--- config.mk ---
export PLATFORM = sky130hd
export DESIGN_NAME = irq_sequencer
export DESIGN_NICKNAME = d
export VERILOG_FILES = /design/src/rtl/irq_sequencer.sv
export SDC_FILE = /design/constraint.sdc
export NUM_CORES = 1
export LEC_CHECK = 0
export CORE_ASPECT_RATIO = 1.4
export CORE_MARGIN = 4
export CORE_UTILIZATION = 48
export DETAILED_ROUTE_END_ITERATION = 8
export PLACE_DENSITY = 0.81
export SLEW_MARGIN = 20
export SYNTH_ARGS = -nofsm -noshare
export SYNTH_HDL_FRONTEND = slang
export SYNTH_SLANG_ARGS = --single-unit
--- constraint.sdc ---
create_clock -name clk -period 3.9 [get_ports clk]
set_input_delay 0.78 -clock clk [delete_from_list [all_inputs] [get_ports clk]]
set_output_delay 0.78 -clock clk [all_outputs]
set_load 0.02 [all_outputs]
--- src/rtl/irq_sequencer.sv ---
// irq_sequencer: takes pending interrupts at instruction boundaries, acks the
// intc, redirects the PC to the ISR and back on eret, keeps per-source
// service counters, and exposes a small register window.
module irq_sequencer #(
  parameter logic [31:0] BASE_ADDR = 32'h0000_0F00, // must be 32-byte aligned
  parameter int          CNT_W     = 16             // service counter width, <= 32
) (
  input  logic        clk,
  input  logic        rst,
  input  logic        IRQ,
  input  logic [31:0] isr_addr,
  input  logic [1:0]  priority_select,
  input  logic        retire,
  input  logic [31:0] pc_next,
  input  logic        eret,
  input  logic [31:0] input_addr,
  input  logic [31:0] write_data,
  input  logic        write_enable,
  output logic        IACK,
  output logic        pc_redirect,
  output logic [31:0] redirect_addr,
  output logic [31:0] read_data,
  output logic        in_isr
);

  typedef enum logic [1:0] {
    IDLE    = 2'd0,
    ACK     = 2'd1,
    SERVICE = 2'd2,
    RETURN  = 2'd3
  } state_t;

  state_t             state_q, state_d;
  logic               ie_q;
  logic [31:0]        epc_q, vec_q;
  logic [1:0]         id_q;
  logic [CNT_W-1:0]   cnt_q [4];
  logic               take;

  // Register window decode: word offsets 0..7 inside a 32-byte window.
  logic       in_win;
  logic [2:0] widx;
  logic       wr_ctrl;
  logic [3:0] wr_cnt;
  logic       unused_wdata;

  assign in_win       = (input_addr[31:5] == BASE_ADDR[31:5]) && (input_addr[1:0] == 2'b00);
  assign widx         = input_addr[4:2];
  assign wr_ctrl      = write_enable && in_win && (widx == 3'd0);
  assign unused_wdata = ^write_data[31:1];

  always_comb begin
    for (int k = 0; k < 4; k++)
      wr_cnt[k] = write_enable && in_win && (widx == 3'(4 + k));
  end

  assign in_isr = (state_q != IDLE);

  // Next-state and sequencing outputs; only IDLE looks at IRQ, so nesting
  // and re-taking the still-high IRQ during ACK are impossible.
  always_comb begin
    state_d       = state_q;
    take          = 1'b0;
    IACK          = 1'b0;
    pc_redirect   = 1'b0;
    redirect_addr = 32'd0;
    unique case (state_q)
      IDLE: begin
        if (retire && IRQ && ie_q) begin
          take    = 1'b1;
          state_d = ACK;
        end
      end
      ACK: begin
        IACK          = 1'b1;
        pc_redirect   = 1'b1;
        redirect_addr = vec_q;
        state_d       = SERVICE;
      end
      SERVICE: begin
        if (eret) state_d = RETURN;
      end
      RETURN: begin
        pc_redirect   = 1'b1;
        redirect_addr = epc_q;
        state_d       = IDLE;
      end
      default: state_d = IDLE;
    endcase
  end

  // State register, IE, and the context latched at the take decision.
  // The take above reads ie_q, so a same-cycle CTRL write only affects later takes.
  always_ff @(posedge clk) begin
    if (rst) begin
      state_q <= IDLE;
      ie_q    <= 1'b0;
      epc_q   <= 32'd0;
      vec_q   <= 32'd0;
      id_q    <= 2'd0;
    end else begin
      state_q <= state_d;
      if (wr_ctrl) ie_q <= write_data[0];
      if (take) begin
        vec_q <= isr_addr;
        id_q  <= priority_select;
        epc_q <= pc_next;
      end
    end
  end

  // Per-source service counters: clear then increment, so a clear that
  // coincides with the ACK increment leaves 1. Wraps naturally.
  for (genvar k = 0; k < 4; k++) begin : g_cnt
    logic [CNT_W-1:0] cnt_d;
    always_comb begin
      cnt_d = wr_cnt[k] ? '0 : cnt_q[k];
      if (state_q == ACK && id_q == 2'(k)) cnt_d = cnt_d + 1'b1;
    end
    always_ff @(posedge clk) begin
      if (rst) cnt_q[k] <= '0;
      else     cnt_q[k] <= cnt_d;
    end
  end

  // Combinational register read; unmapped offsets and out-of-window read 0.
  always_comb begin
    read_data = 32'd0;
    if (in_win) begin
      case (widx)
        3'd0: read_data[0]   = ie_q;
        3'd1: read_data      = epc_q;
        3'd2: read_data[4:0] = {state_q, id_q, in_isr};
        3'd4, 3'd5, 3'd6, 3'd7: read_data[CNT_W-1:0] = cnt_q[widx[1:0]];
        default: read_data = 32'd0;
      endcase
    end
  end

endmodule

==> flow_summary.json, run 1 <==
{
  "status": "finished clean",
  "setup-tns-final_ns": 0,
  "initial_core_util": 0.495,
  "hold_class": "flop to flop",
  "ys_seq_area_frac": 0.383,
  "worstSetupStartpoint": "input_addr[8]",
  "clk_pin_slew_ns": 0.06,
  "drc": 0,
  "reg2reg_from": "state_q[1]",
  "clock_latency_ns": 0.42,
  "syn_inst": 871,
  "wl_um": 21800,
  "ioPinCount": 203,
  "drive_gt1_frac": 0.108,
  "cts_hold_buf": 0,
  "fmax_ghz": 0.264,
  "die_area_sq_um": 16500,
  "max_slew_margin": 0.377,
  "grt_pass1_wl_um": 34700,
  "hold_start": "vec_q[0]",
  "period_share": 0.973,
  "avgSynthCellArea_sq_um": 7.97,
  "worstSetupEndpointType": "output pin",
  "hold_viol": 0,
  "clockPowerShare": 0.501,
  "die_h_um": 150,
  "ys_ff_latch": 133,
  "area_growth_pct": 38.7,
  "path_max_fanout": 8,
  "wl_per_cell_um": 17.5,
  "routed_via_density": 5.79,
  "max_cap_viol_count": 0,
  "cp_data_required_time_ns": 3.12,
  "tightest_slew_ns": 0.934,
  "power.leakage_nw": 3.46,
  "async_flop_share": 0,
  "cts.path.max_buffers": 2,
  "core-area_sq_um": 14000,
  "worstPathArrival_ns": 3.01,
  "path_class": "input pin to output pin",
  "row_count": 51,
  "multi_input_area_sq_um": 4000,
  "regArea_sq_um": 2660,
  "grt_usage": 0.265,
  "die_x_um": 110,
  "swShare": 0.239,
  "root_buffer": "clkbuf_16",
  "fillCellCount": 1143,
  "netlist_area_sq_um": 6940,
  "min_period_ns": 3.79,
  "internal-power_mw": 2.38,
  "dp_hpwl_um": 15300,
  "power.density_nw_per_um2": 324,
  "yosys.cell_types.count": 55,
  "overflow": 0,
  "yosys_warnings": 0,
  "clkSinkCount": 133,
  "gp_congestion": 0.845,
  "met3_length_um": 1620,
  "power_mw": 3.12,
  "finalMaxSlewViolations": 0,
  "tritoncts": "yes",
  "route.top_layer_used": "met4",
  "n_antenna_cell": 0,
  "portBuffers": 171,
  "first_pass_iters": 5,
  "cts_buffers": 17,
  "fin_nets": 1192,
  "synth_nets": 1015,
  "drt_iter0_markers": 379,
  "holdWs_ns": 0.458,
  "vdd_ir_drop_max_v": 0.000220,
  "detail-route-antenna-nets": 0,
  "power_frac_comb": 0.064,
  "setup.worst_path.start_class": "input pin",
  "grt_pass1_vias": 7129,
  "routed-wl-met2_um": 11300,
  "p_switching_mw": 0.746,
  "grt_start_max_net_pins": 88,
  "synth_edf_count": 0,
  "setup_viol": 0,
  "seqPwrFrac": 0.435,
  "htree_levels": 4,
  "antenna_found_initial": 0,
  "ys.flop_type": "dfxtp_1",
  "met1_length_um": 8020,
  "fin_skew_ns": 0.00935,
  "via_count": 7212
}
-- worst max-delay path: stages --
cell             delay [ns]
clkdlybuf4s50_1        0.45
nor4bb_1               0.26
buf_4                  0.15
and4_1                 0.20
nand2_1                0.11
buf_12                 0.16
buf_4                  0.15
nor2_1                 0.11
clkdlybuf4s50_1        0.63
-- layout by cell type, fill, tap and decap left out, drive strengths merged, types with 28 or more instances in the layout --
cell           instances
nand2                159
clkdlybuf4s50        146
dfxtp                133
a21oi                 95
nor2                  57
buf                   47
a22o                  37
nand3                 36
nor3                  28
-- registers in the layout, indices dropped and copies added (netlist names) --
register and cells:
cnt_q 64, vec_q 32, state_q 2, ie_q 1
epc_q 32, id_q 2
-- final timing paths --
check,to,slack (ns),cells after the start
setup reg to reg,cnt_q[0][15],0.99,7
hold / removal,vec_q[0],0.46,2
hold reg to reg,vec_q[0],0.46,2
setup / recovery,read_data[5],0.11,9
-- cell families (layout without fill, tap and decap cells) --
family                     count (synthesis)  after routing  share of synthesized area
adders and majority gates                  8              8                     0.0144
and+or+nand+nor                          406            406                      0.289
buffers and inverters                     79            269                     0.0447
xor gates and xnor gates                  34             34                     0.0429
DFF                                      133            133                      0.383
AOI/OAI and AO/OA                        189            189                      0.177
muxes                                     22             22                     0.0492
-- power by group through the flow --
stage | clock [mW] | sequential, mW | combinational (mW)
global route | 1.65 | 1.36 | 0.212
global placement | 0 | 1.39 | 0.196
CTS | 1.58 | 1.36 | 0.199
detailed placement | 0 | 1.39 | 0.197
floorplan | 0 | 1.39 | 0.0595
finish | 1.56 | 1.36 | 0.200
-- cell usage after synthesis, types with 2 or more instances --
library cell / instances / share of area
a211oi_1: 2 / 0.0022
a21o_1: 3 / 0.0032
a21oi_1: 95 / 0.068
a221oi_1: 6 / 0.0076
a22o_1: 37 / 0.047
and2_1: 16 / 0.014
and3_1: 10 / 0.0090
and4_1: 8 / 0.010
and4b_1: 2 / 0.0029
buf_1: 2 / 0.0011
buf_2: 8 / 0.0058
clkbuf_1: 49 / 0.026
dfxtp_1: 133 / 0.38
ha_1: 8 / 0.014
inv_1: 19 / 0.010
mux2_2: 7 / 0.011
mux2i_1: 6 / 0.0087
mux4_2: 9 / 0.029
nand2_1: 159 / 0.086
nand2b_1: 3 / 0.0027
nand3_1: 36 / 0.026
nand3b_1: 8 / 0.0087
nand4_1: 19 / 0.017
nand4b_1: 3 / 0.0038
nor2_1: 57 / 0.031
nor2b_1: 13 / 0.012
nor3_1: 28 / 0.020
nor4_1: 12 / 0.011
nor4bb_1: 3 / 0.0043
o211ai_1: 3 / 0.0032
o21a_1: 2 / 0.0022
o21ai_0: 15 / 0.011
o221ai_1: 2 / 0.0025
o311ai_0: 4 / 0.0050
o31ai_1: 8 / 0.0087
o31ai_2: 2 / 0.0036
o32ai_1: 3 / 0.0038
or2_2: 2 / 0.0018
or3_1: 17 / 0.015
or4_1: 5 / 0.0054
xnor2_1: 25 / 0.032
xor2_1: 9 / 0.011
-- cell type report --
type                       count  share of cell area
clock buffer                  18              0.0446
timing repair buffer         218               0.218
inverter                      19             0.00741
tap                          185              0.0240
sequential                   133               0.277
multi-input combinational    659               0.415
clock inverter                14              0.0146
-- per-layer routing --
layer | vias up | track usage
met3 | 57 | 0.0764
met2 | 279 | 0.456
li1 | 3463 | -
met4 | 0 | 0.119
met5 | - | 0
met1 | 3413 | 0.301
-- stage by stage --
stage | instance area, sq um | cells | setup WS (ns) | util
6_report | 9630 | 1246 | 0.105 | 0.686
5_1_grt | 9630 | 1246 | -0.00153 | 0.686
3_5_place_dp | 9040 | 1212 | -0.0970 | 0.644
4_1_cts | 9600 | 1244 | 0.000211 | 0.684
3_3_place_gp | 9040 | 1212 | -0.0911 | 0.644
2_1_floorplan | 6940 | 871 | 0.619 | -
-- what timing repair did --
action                                  4_1_cts  5_1_grt
setup buffers                                 0        1
endpoints found under the setup margin       14       13
cloned                                        0        1
pin swaps                                     0        0
gates resized for setup                      14       29
Power figures use the tool's default switching activity.
==> run 2: changes to the inputs <==
Settings changed: CORE_UTILIZATION 48 to 35, PLACE_DENSITY 0.81 to unset.
==> flow_summary.json, run 2 (synthesized netlist as in run 1, its figures left out) <==
{
  "max_slew_margin": 0.491,
  "cts.path.max_buffers": 2,
  "routed-wl-met2_um": 11900,
  "power.leakage_nw": 3.41,
  "clock_latency_ns": 0.42,
  "top_register": "cnt_q",
  "path_class": "input pin to output pin",
  "grt_pass1_wl_um": 35900,
  "hold-path-endpoint": "vec_q[23]",
  "portBuffers": 171,
  "detail-route-antenna-nets": 0,
  "drive_gt1_frac": 0.108,
  "met3_length_um": 1250,
  "antenna_found_initial": 0,
  "htree_levels": 4,
  "die_h_um": 175,
  "path_max_fanout": 9,
  "placed_cell_area_sq_um": 9120,
  "grt_usage": 0.201,
  "core-area_sq_um": 19400,
  "period_share": 0.979,
  "final_area_sq_um": 9780,
  "rsz0062_at_grt": "false",
  "fin_nets": 1195,
  "die_area_sq_um": 22200,
  "r2r_cells": 6,
  "routed_via_density": 5.33,
  "cp_data_required_time_ns": 3.12,
  "final_cell_mix": "nand2_1 (158), clkdlybuf4s50_1 (145), dfxtp_1 (133)",
  "area_growth_pct": 40.8,
  "first_pass_iters": 4,
  "status": "finished clean",
  "overflow": 0,
  "vdd_ir_drop_max_v": 0.000261,
  "holdWs_ns": 0.456,
  "stdcell_count": 1311,
  "postLayoutCoreUtil": 0.505,
  "hold_start": "vec_q[23]",
  "root_buffer": "clkbuf_16",
  "drc": 0,
  "initial_core_util": 0.358,
  "grt_start_max_net_pins": 69,
  "via_count": 6987,
  "power.density_nw_per_um2": 336,
  "setup.worst_path.start_class": "input pin",
  "tightest_slew_ns": 0.762,
  "holdPathStages": 2,
  "n_antenna_cell": 0,
  "gp_congestion": 0.858,
  "rr_endpoint": "cnt_q[0][15]",
  "final_common_cell": "nand2_1",
  "clk_pin_slew_ns": 0.06,
  "route.top_layer_used": "met4",
  "placed_cells": 1278,
  "fillCellCount": 1934,
  "tritoncts": "yes",
  "drt_iter0_markers": 339,
  "fin_skew_ns": 0.00738,
  "reg2reg_from": "state_q[0]",
  "largest_reg_flops": 64,
  "die_x_um": 127,
  "row_count": 60,
  "hold_viol": 0,
  "reg_top3": "cnt_q x64, epc_q x32, vec_q x32",
  "dp_hpwl_um": 16300,
  "setup_viol": 0,
  "wl_per_cell_um": 17.3,
  "worstPathArrival_ns": 3.04,
  "r2r_slack_ns": 1.28,
  "clkSinkCount": 133,
  "finalMaxSlewViolations": 0,
  "max_cap_viol_count": 0,
  "fmax_ghz": 0.262,
  "hold_class": "flop to flop",
  "ioPinCount": 203,
  "wl_um": 22700,
  "setup-tns-final_ns": 0,
  "min_period_ns": 3.82,
  "worstSetupEndpointType": "output pin",
  "cts_buffers": 17,
  "grt_pass1_vias": 6831,
  "met1_length_um": 9190
}
-- run 2: layer usage --
metal  vias to the layer above  track usage
li1                       3476            -
met1                      3317        0.231
met2                       166        0.359
met3                        28       0.0618
met4                         0       0.0550
met5                         -            0
-- run 2: final cells by class --
cell class | count | area, sq um | area share
Clock buffer | 17 | 425 | 0.0435
Tap cell | 248 | 310 | 0.0317
Timing Repair Buffer | 221 | 2090 | 0.214
Sequential cell | 133 | 2660 | 0.272
Inverter | 19 | 71.3 | 0.00729
Clock inverter | 14 | 198 | 0.0202
Multi-Input combinational cell | 659 | 4020 | 0.411
-- run 2: how the worst max path moves through the flow --
stage / start / end / depth (start not counted)
6_report: input_addr[10] / read_data[14] / 8
5_1_grt: input_addr[10] / read_data[4] / 8
4_1_cts: input_addr[10] / read_data[8] / 8
3_5_place_dp: input_addr[10] / read_data[3] / 8
3_3_place_gp: input_addr[10] / read_data[0] / 8
2_1_floorplan: input_addr[21] / read_data[4] / 6
-- run 2: critical path, cell delays in order --
cell	delay (ns)
clkdlybuf4s50_1	0.48
nor4bb_2	0.31
buf_4	0.16
and4_1	0.20
nand2_2	0.14
buf_4	0.20
a21oi_1	0.14
clkdlybuf4s50_1	0.63
-- run 2: per-stage QoR --
| step | worst slack (ns) | total power, mW |
|---|---|---|
| after floorplan | 0.619 | 1.45 |
| after global placement | -0.182 | 1.59 |
| after detailed placement | -0.200 | 1.59 |
| after CTS | 0.00283 | 3.32 |
| after global routing | 0.00272 | 3.38 |
| final | 0.0815 | 3.29 |
-- run 2: repair_timing --
item,in CTS,in global routing
endpoints found under the setup margin,32,13
hold buffers,0,0
setup buffers,2,0
resized for setup,25,10
-- run 2: power breakdown --
part | internal [mW] | total, mW | switching (mW)
clock | 1.08 | 1.72 | 0.649
sequential | 1.36 | 1.36 | 0.0000462
combinational | 0.124 | 0.203 | 0.0791
total | 2.56 | 3.29 | 0.728
